===== config.mk =====
export PLATFORM = sky130hd
export DESIGN_NAME = tx_iq_feed
export DESIGN_NICKNAME = d
export VERILOG_FILES = /design/src/rtl/tx_iq_feed.sv
export SDC_FILE = /design/constraint.sdc
export NUM_CORES = 1
export LEC_CHECK = 0
export CORE_ASPECT_RATIO = 0.9
export CORE_MARGIN = 3
export CORE_UTILIZATION = 30
export CTS_CLUSTER_DIAMETER = 120
export CTS_CLUSTER_SIZE = 40
export DETAILED_ROUTE_END_ITERATION = 8
export DONT_BUFFER_PORTS = 1
export PLACE_DENSITY_LB_ADDON = 0.12
export SETUP_SLACK_MARGIN = 0.15
export SYNTH_ARGS = -nofsm -noshare
export SYNTH_HDL_FRONTEND = slang
export SYNTH_SLANG_ARGS = --single-unit

===== constraint.sdc =====
create_clock -name rx_clk -period 11.5 [get_ports rx_clk]
set_input_delay 1.15 -clock rx_clk [delete_from_list [all_inputs] [get_ports rx_clk]]
set_output_delay 1.15 -clock rx_clk [all_outputs]
set_load 0.05 [all_outputs]

===== src/rtl/tx_iq_feed.sv =====
// I/Q sample FIFO between the host write port and the TX serializer.
// Gates do_tx through a prefill/run/drain sequence and tracks under/overflow.
module tx_iq_feed #(
  parameter int DEPTH_LOG2 = 4,
  parameter int PREFILL    = 8
) (
  input  logic                  rx_clk,
  input  logic                  rst_ddr,
  input  logic                  tx_enable,
  input  logic                  flush,
  input  logic                  wr_en,
  input  logic [12:0]           wr_i,
  input  logic [12:0]           wr_q,
  output logic                  wr_full,
  output logic [DEPTH_LOG2:0]   wr_level,
  input  logic                  next_data,
  output logic [12:0]           data_i,
  output logic [12:0]           data_q,
  output logic                  do_tx,
  output logic                  underflow,
  output logic                  overflow,
  output logic [7:0]            underflow_cnt
);
  localparam int DEPTH = 1 << DEPTH_LOG2;

  typedef struct packed {
    logic [12:0] i;
    logic [12:0] q;
  } iq_t;

  typedef enum logic [1:0] {S_IDLE, S_PREFILL, S_RUN, S_DRAIN} state_t;

  state_t                state;
  iq_t                   mem [DEPTH];
  logic [DEPTH_LOG2-1:0] wr_ptr, rd_ptr;
  logic [DEPTH_LOG2:0]   level;
  logic [1:0]            nd_pipe;
  logic                  consume, empty, full, pop, push;
  iq_t                   head;

  // nd_pipe[0] is next_data registered, nd_pipe[1] the cycle before it
  assign consume  = nd_pipe[0] & ~nd_pipe[1];
  assign empty    = (level == '0);
  assign full     = (level == (DEPTH_LOG2+1)'(DEPTH));
  assign head     = mem[rd_ptr];
  assign wr_full  = full;
  assign wr_level = level;

  always_comb begin
    pop = 1'b0;
    case (state)
      S_PREFILL:      pop = tx_enable && (level >= (DEPTH_LOG2+1)'(PREFILL));
      S_RUN, S_DRAIN: pop = consume && !empty;
      default:        pop = 1'b0;
    endcase
    if (flush) pop = 1'b0;
  end

  // A pop in the same cycle frees the slot, so a write into a full FIFO is kept
  assign push = wr_en && !flush && (!full || pop);

  always_ff @(posedge rx_clk) begin
    if (push) mem[wr_ptr] <= '{i: wr_i, q: wr_q};
  end

  always_ff @(posedge rx_clk or negedge rst_ddr) begin
    if (!rst_ddr) begin
      wr_ptr  <= '0;
      rd_ptr  <= '0;
      level   <= '0;
      nd_pipe <= '0;
    end else begin
      nd_pipe <= {nd_pipe[0], next_data};
      if (flush) begin
        wr_ptr <= '0;
        rd_ptr <= '0;
        level  <= '0;
      end else begin
        if (push) wr_ptr <= wr_ptr + 1'b1;
        if (pop)  rd_ptr <= rd_ptr + 1'b1;
        case ({push, pop})
          2'b10:   level <= level + 1'b1;
          2'b01:   level <= level - 1'b1;
          default: ;
        endcase
      end
    end
  end

  always_ff @(posedge rx_clk or negedge rst_ddr) begin
    if (!rst_ddr) begin
      state         <= S_IDLE;
      data_i        <= '0;
      data_q        <= '0;
      do_tx         <= 1'b0;
      underflow     <= 1'b0;
      overflow      <= 1'b0;
      underflow_cnt <= '0;
    end else if (flush) begin
      state         <= S_IDLE;
      data_i        <= '0;
      data_q        <= '0;
      do_tx         <= 1'b0;
      underflow     <= 1'b0;
      overflow      <= 1'b0;
      underflow_cnt <= '0;
    end else begin
      if (wr_en && full && !pop) overflow <= 1'b1;
      case (state)
        S_IDLE: if (tx_enable) state <= S_PREFILL;
        S_PREFILL: begin
          if (!tx_enable) state <= S_IDLE;
          else if (pop) begin
            data_i <= head.i;
            data_q <= head.q;
            do_tx  <= 1'b1;
            state  <= S_RUN;
          end
        end
        S_RUN: begin
          if (consume) begin
            if (pop) begin
              data_i <= head.i;
              data_q <= head.q;
            end else begin
              // Keep the serializer running on zeros and record the starvation
              data_i    <= '0;
              data_q    <= '0;
              underflow <= 1'b1;
              if (underflow_cnt != 8'hFF) underflow_cnt <= underflow_cnt + 1'b1;
            end
          end
          if (!tx_enable) state <= S_DRAIN;
        end
        S_DRAIN: begin
          if (consume) begin
            if (pop) begin
              data_i <= head.i;
              data_q <= head.q;
            end else begin
              data_i <= '0;
              data_q <= '0;
              do_tx  <= 1'b0;
              state  <= S_IDLE;
            end
          end
        end
        default: state <= S_IDLE;
      endcase
    end
  end
endmodule


**Yosys cells after proc, flatten, opt, wreduce, memory -nomap -nowiden**

Memories as Yosys holds them, arrays and structs flattened.
Cells that the tools add are included.

- Register bits after elaboration: 54
- Bits in writable memories: 416
- Input bits: 32
- Output and inout port bits: 43
- Memories kept: 1

- Add/subtract/negate cells: 5
- Order comparisons: 1
- Eq/ne operators: 16
- Multiplexer cells: 47
- Bitwise logic cells: 2
- Reduce and logical (&&, ||, !) cells: 28

Memory list:

| memory | depth | bits a word | rd ports | clocked after memory_dff | write ports | RTL line | source |
|---|---|---|---|---|---|---|---|
| mem | 16 | 26 | 1 | 0 | 1 | 34 | `iq_t mem [DEPTH];` |

Operators with widths:

| operator | number |
|---|---|
| $mux W13 | 10 |
| $pmux W13 S2 | 2 |
| $mux W8 | 5 |
| $ne A3 B3 Y1 const B | 6 |
| $mux W4 | 4 |
| $mux W1 | 14 |
| $mux W2 | 7 |
| $reduce_bool A2 Y1 | 6 |
| $pmux W5 S2 | 1 |
| $reduce_and A5 Y1 | 2 |
| $reduce_bool A3 Y1 | 3 |
| $add A4 B1 Y4 const B | 2 |
| $add A8 B1 Y8 const B | 1 |
| $ne A8 B8 Y1 const B | 1 |
| $pmux W2 S4 | 1 |
| $reduce_and A4 Y1 | 2 |
| $eq A2 B2 Y1 const B | 3 |
| $logic_and A1 B1 Y1 | 6 |
| $add A5 B1 Y5 const B | 1 |
| $eq A5 B5 Y1 const B | 1 |
| $ge A5 B4 Y1 const B | 1 |
| $logic_not A5 Y1 | 1 |
| $mux W5 | 1 |
| $sub A5 B1 Y5 const B | 1 |
| other kinds (12) | 17 |

**Logic depth before layout (Yosys ltp)**

Gate-level depths: netlist of the first run.

- Depth in word-level cells: 10
- Depth in mapped cells: 12

**Least setup slack after synthesis of the first run**

OpenSTA, ideal clock, no wires.

- Kind: input to register
- Start point: in tx_enable
- End point: mem mem[3][0] (netlist bit) (enable)
- Library setup time: 0.442 ns
- Arrival: 3.932 ns
- Required time: 11.058 ns
- Slack: 7.127 ns
- Cell stages on the path: 6
- Path through: nand2_1 > or3_1 > buf_4 > a311oi_4 > nand2_1 > nor3_1

- Cells in the longest elaborated chain, start to end: 7

RTL lines:

| what | RTL line | source |
|---|---|---|
| start, declared | 9 | `input logic tx_enable,` |
| $logic_and A1 B1 Y1 | 52 | `S_PREFILL: pop = tx_enable && (level >= (DEPTH_LOG2+1)'(PREFILL));` |
| $pmux W1 S2 | 51 | `case (state)` |
| $mux W1 | 56 | `if (flush) pop = 1'b0;` |
| $logic_or A1 B1 Y1 | 60 | `assign push = wr_en && !flush && (!full \|\| pop);` |
| $logic_and A1 B1 Y1 | 60 |  |
| $mux W1 | 63 | `if (push) mem[wr_ptr] <= '{i: wr_i, q: wr_q};` |
| $mux W1 (not written as such) | 63 |  |
| end, declared | 34 |  |

Every way passes these cells.

**Worst setup path in the final report of the first run**

- Start point: reg level[2] (netlist: wr_level[2])
- End point: out wr_full

- Cells in the longest elaborated chain, start to end: 1

RTL lines:

| what | RTL line | source |
|---|---|---|
| start, declared | 36 | `logic [DEPTH_LOG2:0] level;` |
| start signal, assigned | 82 | `2'b10: level <= level + 1'b1;` |
| start signal, assigned | 83 | `2'b01: level <= level - 1'b1;` |
| $eq A5 B5 Y1 | 44 | `assign full = (level == (DEPTH_LOG2+1)'(DEPTH));` |
| end, declared | 14 | `output logic wr_full,` |

Every way passes these cells.

==> results.cfg, run 1 <==
[worst_setup_path]
crit_fanout = 5
crit_chain = nor4_1, nand2_1, inv_1
crit_family = simple AND/OR/NAND/NOR gates
reg2reg_slack_ns = 7.69
start_kind = flip-flop
cp_data_arrival_time_ns = 2.69
r2r-end = wr_level[4]$_DFFE_PN0P_
path_buf_inv = 1
reg2reg_from = wr_level[4]$_DFFE_PN0P_
required_ns = 10.35
r2r_cells = 11
slowest_delay_ns = 0.68
critPathSlowestCell = nor4_1
crit_type = flip-flop to primary output
end_kind = primary output

[grt]
grt_max_degree = 89
grt_pass1_vias = 8921
grt.met1_usage = 0.186
overflow = 0
grt.met3_usage = 0.0223
met2_usage = 0.210
grt_pass1_wl_um = 62100
grt_busiest_layer = met2
antenna_found_initial = 0
gr-usage-all-layers = 0.128

[sta]
worstMarginPinSlew_ns = 1.10
fmax_mhz = 260
rsz0062_at_grt = no
hold_ws_ns = 0.256
finalSetupViolCount = 0
hold_violations = 0
min_period_ns = 3.84
period_share = 0.334
drv_slew = 0
slew-limit-headroom = 0.265
finalSetupTns_ns = 0
skew_ns = 0.0530
worst_slack_ns = 7.66

[clock_tree]
cts_tree = yes
cts_buffers = 16
root_buffer = clkbuf_16
cts_resized = 0
post_cts_buffers = 0
clock_latency_ns = 0.57
clock_sinks = 470
clock_path_buffers = 3
ctsHtreeMaxLevel = 1
holdBufCountCts = 0
cts.clk_slew.worst_paths_ns = 0.15

[place]
globalplace.congestion = 0.718
io_buffers = 0
place_hpwl_um = 23300
preCtsSetupSlack_ns = 7.53

[final_layout]
fillers = 5721
layout_common_cells = edfxtp_1, mux4_2, dfrtp_1
num_antenna_cells = 0
nets = 945
final_core_util = 0.331
final_common_cell = edfxtp_1
drive_gt1_frac = 0.191
synthToLayoutAreaGrowth_pct = 7.96

[logic_synthesis]
yosys.cell_types.count = 50
postSynthAreaPerCell_um2 = 20.1
synth_area_um2 = 18500
synthCells = 919
yosysWarnings = 0
yosysSeqAreaShare = 0.748
synth-edff-count = 416
synth-seq-cells = 470
synthArstFlopShare = 0.115
ys.flop_type = edfxtp_1
synthesis.nets = 961

[drt]
avgRoutedWirePerCell_um = 24.3
drc = 0
drtIter0Drc = 591
dr.pass1.iters = 5
viasPerCell = 4.90
postRouteAntennaNets = 0
drt_wl_total_um = 41300
num_vias = 8311

[floorplan]
die_area_um2 = 64700
rows = 85
start_util = 0.306
design.core.area_um2 = 60400
dieHeight_um = 242
ioPinCount = 75
die_x_um = 268

[power_and_ir_drop]
p_leak_nw = 5.97
p_total_mw = 2.72
p_per_area_nw_per_um2 = 136
irDropWorstVdd_mv = 0.0956

[flow_run]
drv_cap = 0

[run_status]
outcome = completed

[worst_hold_path]
hold_path_class = primary input to async pin
## cell families (layout without fill, tap and decap cells)
kind of cell | after synthesis | after routing | synth area share
AOI/OAI and AO/OA | 110 | 110 | 0.0421
xor gates and xnor gates | 14 | 14 | 0.00663
adders and majority gates | 10 | 10 | 0.00717
buffers and inverters | 59 | 53 | 0.0172
DFF | 470 | 470 | 0.748
muxes | 132 | 132 | 0.142
and+or+nand+nor | 124 | 124 | 0.0369
## cells in the mapped netlist, types with 2 or more instances
library cell  instances  area [µm²]
a211oi_1             27         203
a21oi_1              36         180
a22o_1               26         228
and3_1                2        12.5
and4_1                2        17.5
buf_1                 2        7.51
buf_2                10        50.1
buf_4                 9        67.6
buf_6                 3        33.8
clkbuf_1             25        93.8
dfrtp_1              54        1350
edfxtp_1            416       12500
ha_1                  9         113
inv_1                 9        33.8
mux2i_1              28         280
mux4_2              104        2340
nand2_1              16        60.1
nand2b_1              4        25.0
nand3_1               9        45.0
nand3b_1              2        15.0
nand4_1               4        25.0
nand4b_1              2        17.5
nor2_1               34         128
nor2_2                3        18.8
nor2b_1              26         163
nor3_1               10        50.1
nor3b_2               2        25.0
o21ai_0              11        55.1
xnor2_1               5        43.8
xor2_1                9        78.8
## through the flow
step                      cell area [µm²]  cells
after global routing                20000   1696
after CTS                           20000   1696
after floorplan                     18500    919
after global placement              19500   1668
after detailed placement            19500   1668
final                               20000   1696
## worst reg2reg max path: stages, from the launching register on
cell and delay [ns]:
dfrtp_1 0.82, nor2_2 0.13, nor3_1 0.48, nor2_2 0.19, nor3_1 0.46, inv_1 0.12, fa_1 0.41, nand2b_1 0.16
a21oi_1 0.34, nor3b_1 0.27, o21ai_0 0.12, a41oi_1 0.23
## worst max path at each step
| stage | from | to | slack (ns) | cells after the start |
|---|---|---|---|---|
| finish | wr_level[2]$_DFFE_PN0P_ | wr_full | 7.66 | 3 |
| global route | wr_level[4]$_DFFE_PN0P_ | wr_level[4]$_DFFE_PN0P_ | 7.43 | 11 |
| CTS | wr_level[2]$_DFFE_PN0P_ | wr_full | 7.63 | 3 |
| detailed placement | tx_enable | wr_level[4]$_DFFE_PN0P_ | 7.53 | 11 |
| global placement | tx_enable | wr_level[4]$_DFFE_PN0P_ | 7.59 | 11 |
| floorplan | tx_enable | mem[3][0]$_DFFE_PP_ | 7.13 | 6 |
## power by group
group / leakage, nW / switching, mW / internal, mW
registers: 4.49 / 0.00789 / 1.87
logic: 1.25 / 0.0254 / 0.0172
clock network: 0.238 / 0.522 / 0.280
## layout make-up
| class | count | area [µm²] | area share |
|---|---|---|---|
| Clock buffer | 25 | 434 | 0.0217 |
| Clock inverter | 3 | 76.3 | 0.00382 |
| Inverter | 9 | 33.8 | 0.00169 |
| Multi-Input combinational cell | 390 | 4460 | 0.223 |
| Sequential cell | 470 | 13900 | 0.694 |
| Tap cell | 783 | 980 | 0.0490 |
| Timing Repair Buffer | 16 | 133 | 0.00664 |
## routing by layer
| metal | vias to the layer above | part of all wire |
|---|---|---|
| met2 | 109 | 0.48 |
| met3 | 19 | 0.037 |
| met4 | 0 | 0.0096 |
| li1 | 3694 | - |
| met5 | - | 0 |
| met1 | 4489 | 0.47 |
## flip-flops by register name, summed over array words and instances, names as in the netlist, 4 cells and up
| signal | count |
|---|---|
| mem | 416 |
| data_i | 13 |
| data_q | 13 |
| underflow_cnt | 8 |
| wr_level | 5 |
| rd_ptr | 4 |
| wr_ptr | 4 |
(Power assumes the default switching activity.)
==> run 2: changes to the inputs <==
- clock period: 11.5 -> 3.6 ns (I/O delays scaled with it)
==> run 2 against run 1 <==
Largest cell class unchanged; combinational power rose to 6.4 times the previous value; count of clock-buffer cells in the layout decreased by 1; sequential share of layout area down 2.7 points.
==> results.cfg, run 2 (synthesized netlist as in run 1, its figures left out) <==
[worst_setup_path]
crit_type = flip-flop to flip-flop
critPathSlowestCell = nor4_1
start_kind = flip-flop
crit_chain = buf_4, nor4_1, a21oi_1, nor2_2, nor3_2, ha_1, nand2b_1, a21oi_1, nor3b_1, o21ai_0, a41oi_1
crit_family = simple AND/OR/NAND/NOR gates
reg2reg_from = wr_level[3]$_DFFE_PN0P_
slowest_delay_ns = 0.56
end_kind = flip-flop
path_buf_inv = 1
cp_common_cell = a21oi_1
required_ns = 4.06
critPathLaunch = wr_level[3]$_DFFE_PN0P_
crit_fanout = 6
cp_data_arrival_time_ns = 3.52

[drt]
avgRoutedWirePerCell_um = 25.2
drc = 0
drtIter0Drc = 659
viasPerCell = 4.92
num_vias = 8698
dr.pass1.iters = 5
postRouteAntennaNets = 0
drt_wl_total_um = 44600

[power_and_ir_drop]
p_per_area_nw_per_um2 = 434
irDropWorstVdd_mv = 0.274
p_leak_nw = 6.37

[sta]
fmax_mhz = 327
worst_slack_ns = 0.538
finalSetupViolCount = 0
period_share = 0.850
worstMarginPinSlew_ns = 1.04
rsz0062_at_grt = no
drv_slew = 0
hold_violations = 0
skew_ns = 0.0390
slew-limit-headroom = 0.303
min_period_ns = 3.06

[clock_tree]
clock_path_buffers = 3
cts_tree = yes
cts_buffers = 16
ctsHtreeMaxLevel = 1
clock_latency_ns = 0.57
cts.clk_slew.worst_paths_ns = 0.11
root_buffer = clkbuf_16
clock_sinks = 470

[place]
place_hpwl_um = 26900
globalplace.congestion = 0.738
io_buffers = 0
preCtsSetupSlack_ns = 0.373

[grt]
gr-usage-all-layers = 0.140
grt_pass1_wl_um = 67100
overflow = 0
antenna_found_initial = 3
grt_max_degree = 55
grt_pass1_vias = 9531

[final_layout]
nets = 1014
reg_top3 = mem: 416 flops, data_i: 13 flops, data_q: 13 flops
regMostFlops = mem
drive_gt1_frac = 0.222
largest_reg_flops = 416
layout_common_cells = edfxtp_1, mux4_2, dfrtp_1
final_common_cell = edfxtp_1
synthToLayoutAreaGrowth_pct = 12.3
final_core_util = 0.344

[floorplan]
dieHeight_um = 242
ioPinCount = 75
start_util = 0.306
design.core.area_um2 = 60400
die_x_um = 268
die_area_um2 = 64700
rows = 85

[run_status]
outcome = completed

[worst_hold_path]
hold_path_class = primary input to flip-flop
hold_path_startpoint = tx_enable

[flow_run]
drv_cap = 0
==> run 2: cell count changes in the layout (fill, tap and decap cells not counted), moves of 2 or more <==
cell	before	now
clkbuf_1	9	6
buf_12	1	10
dlygate4sd3_1	0	30
bufinv_16	0	2
nor3_1	6	4
diode_2	0	2
buf_4	15	44
==> run 2: power breakdown <==
group | internal [mW] | switching, mW
sequential | 5.97 | 0.0142
combinational | 0.0853 | 0.186
clock | 1.09 | 1.67
total | 7.14 | 1.87
==> run 2: layer usage <==
layer | GRT usage | share of wire | vias up
li1 | - | - | 3834
met1 | 0.206 | 0.48 | 4699
met2 | 0.225 | 0.47 | 135
met3 | 0.0201 | 0.036 | 30
met4 | 0.0223 | 0.015 | 0
met5 | 0 | 0 | -
==> run 2: layout make-up <==
class	count	area (µm²)
Sequential cell	470	13900
Multi-Input combinational cell	390	4480
Antenna cell	2	5.00
Inverter	9	33.8
Fill cell	5672	39600
Clock inverter	4	106
Timing Repair Buffer	85	858
Clock buffer	24	462
Tap cell	783	980
==> run 2: stage by stage <==
| step | power (mW) | setup TNS (ns) | std cells | hold WS [ns] | instance area [µm²] |
|---|---|---|---|---|---|
| finish | 9.01 | 0 | 1767 | 0.0382 | 20800 |
| global route | 9.36 | 0 | 1765 | 0.0299 | 20800 |
| CTS | 9.15 | 0 | 1765 | 0.0107 | 20800 |
| detailed placement | 6.27 | 0 | 1705 | 0.0685 | 19800 |
| global placement | 6.27 | 0 | 1705 | 0.0681 | 19800 |
| floorplan | 6.21 | -36.45 | 919 | 0.0644 | 18500 |
==> run 2: what timing repair did <==
item	CTS	global route
setup endpoints to repair	0	1
setup buffers	0	0
hold endpoints to repair	497	0
hold buffers	32	0
resized for setup	0	2
==> run 2: tightest hold or removal path, cell delays in order <==
cell	delay [ns]
nand3b_1	0.05
o21ai_0	0.08
a211oi_1	0.05
==> run 2: final timing paths <==
check,end,slack (ns),depth (start not counted)
max,wr_level[4]$_DFFE_PN0P_,0.54,11
min,state[0]$_DFFE_PN0P_,0.04,3
max reg2reg,wr_level[4]$_DFFE_PN0P_,0.54,11
min reg2reg,nd_pipe[1]$_DFF_PN0_,0.46,0
max in group asynchronous,underflow$_DFFE_PN0P_,2.92,2
min in group asynchronous,wr_ptr[1]$_DFFE_PN0P_,0.39,2
==> run 3: changes to the inputs <==
- PLACE_DENSITY: unset -> 0.41
- PLACE_DENSITY_LB_ADDON: 0.12 -> unset
==> run 3 against run 2 <==
Non-clock buffer count down 10; worst setup slack worse by 0.13 ns; largest cell class unchanged; cell count down 0.74%; sequential power about the same; power down 2.0%.
==> results.cfg, run 3 (synthesized netlist as in run 1, its figures left out) <==
[power_and_ir_drop]
p_total_mw = 8.83
p_leak_nw = 6.29
p_per_area_nw_per_um2 = 427
irDropWorstVdd_mv = 0.264

[final_layout]
regArea_um2 = 13900
layout_common_cells = edfxtp_1, mux4_2, dfrtp_1
reg_top3 = mem: 416 flops, data_i: 13 flops, data_q: 13 flops
fillers = 5696
largest_reg_flops = 416
regMostFlops = mem
num_antenna_cells = 0
stdcell_count = 1754
final_core_util = 0.342
multi_input_area_um2 = 4470
synthToLayoutAreaGrowth_pct = 11.7
nets = 1004
drive_gt1_frac = 0.211
design_area_um2 = 20700
final_common_cell = edfxtp_1

[place]
placedCellCount = 1696
io_buffers = 0
preCtsSetupSlack_ns = 0.327
place_hpwl_um = 23800
globalplace.congestion = 0.704
placed_cell_area_um2 = 19800

[sta]
worst_slack_ns = 0.411
fmax_mhz = 314
worstMarginPinSlew_ns = 1.16
period_share = 0.886
drv_slew = 0
skew_ns = 0.0277
min_period_ns = 3.19
rsz0062_at_grt = no
finalSetupViolCount = 0
hold_violations = 0
slew-limit-headroom = 0.226

[drt]
drc = 0
dr.pass1.iters = 5
drtIter0Drc = 647
num_vias = 8642
avgRoutedWirePerCell_um = 24.6
viasPerCell = 4.93
postRouteAntennaNets = 0
drt_wl_total_um = 43100

[grt]
grt_busiest_layer = met2
grt.met1_usage = 0.205
overflow = 0
met2_usage = 0.210
antenna_found_initial = 1
grt_pass1_vias = 9046
grt.met3_usage = 0.0165
gr-usage-all-layers = 0.134
grt_max_degree = 55
grt_pass1_wl_um = 64100

[clock_tree]
ctsHtreeMaxLevel = 1
cts.clk_slew.worst_paths_ns = 0.12
clock_latency_ns = 0.56
clock_sinks = 470
cts_buffers = 16
clock_path_buffers = 3
cts_tree = yes
root_buffer = clkbuf_16

[worst_setup_path]
cp_data_arrival_time_ns = 3.56
start_kind = flip-flop
end_kind = flip-flop
crit_fanout = 6
crit_type = flip-flop to flip-flop
required_ns = 3.97

[floorplan]
rows = 85
ioPinCount = 75
design.core.area_um2 = 60400
die_area_um2 = 64700
dieHeight_um = 242
die_x_um = 268
start_util = 0.306

[flow_run]
drv_cap = 0

[worst_hold_path]
hold_path_class = primary input to flip-flop

[run_status]
outcome = completed
[run 3: report_power, final]
group / internal (mW) / total [mW] / switching, mW
Sequential: 5.97 / 5.99 / 0.0133
Combinational: 0.0819 / 0.260 / 0.178
Clock: 0.930 / 2.59 / 1.66
Total: 6.98 / 8.83 / 1.85
[run 3: worst paths after layout]
path / from / endpoint / slack [ns] / depth (start not counted)
worst max-delay path: wr_level[3]$_DFFE_PN0P_ / wr_level[4]$_DFFE_PN0P_ / 0.41 / 11
worst min-delay path: tx_enable / state[0]$_DFFE_PN0P_ / 0.04 / 3
worst max register to register: wr_level[3]$_DFFE_PN0P_ / wr_level[4]$_DFFE_PN0P_ / 0.41 / 11
worst min register to register: nd_pipe[0]$_DFF_PN0_ / nd_pipe[1]$_DFF_PN0_ / 0.47 / 0
max in group asynchronous: rst_ddr / rd_ptr[1]$_DFFE_PN0P_ / 2.92 / 2
min in group asynchronous: rst_ddr / data_i[6]$_DFFE_PN0P_ / 0.33 / 2
[run 3: layout make-up]
class | count | area share
Timing Repair Buffer | 75 | 0.0391
Sequential cell | 470 | 0.670
Multi-Input combinational cell | 390 | 0.216
Clock inverter | 3 | 0.00333
Inverter | 9 | 0.00163
Clock buffer | 24 | 0.0219
Tap cell | 783 | 0.0474
[run 3: worst max-delay path, stage by stage (launching register included)]
cell and delay (ns):
dfrtp_1 0.42, buf_4 0.21, nor4_1 0.61, a21oi_1 0.25, nor2_2 0.18, nor3_2 0.09
ha_1 0.32, nand2b_1 0.07, a21oi_1 0.37, nor3_1 0.10, o21ai_0 0.25, a41oi_1 0.15
[run 3: through the flow]
stage / hold slack (ns) / TNS [ns]
finish: 0.0420 / 0
global route: 0.0461 / 0
CTS: 0.000888 / 0
detailed placement: 0.0677 / 0
global placement: 0.0664 / 0
floorplan: 0.0644 / -36.45
[run 3: repair_timing]
action,4_1_cts,5_1_grt
gates resized for setup,0,1
setup endpoints to repair,0,1
hold buffers,31,0
buffers inserted,0,0
endpoints found under the hold margin,497,0
[run 3: per-layer routing]
layer | wire length [µm] | vias up | part of all wire
met5 | 13 | - | 0.00030
met2 | 20200 | 118 | 0.47
met3 | 1180 | 27 | 0.027
li1 | - | 3816 | -
met1 | 21300 | 4679 | 0.49
met4 | 401 | 2 | 0.0093
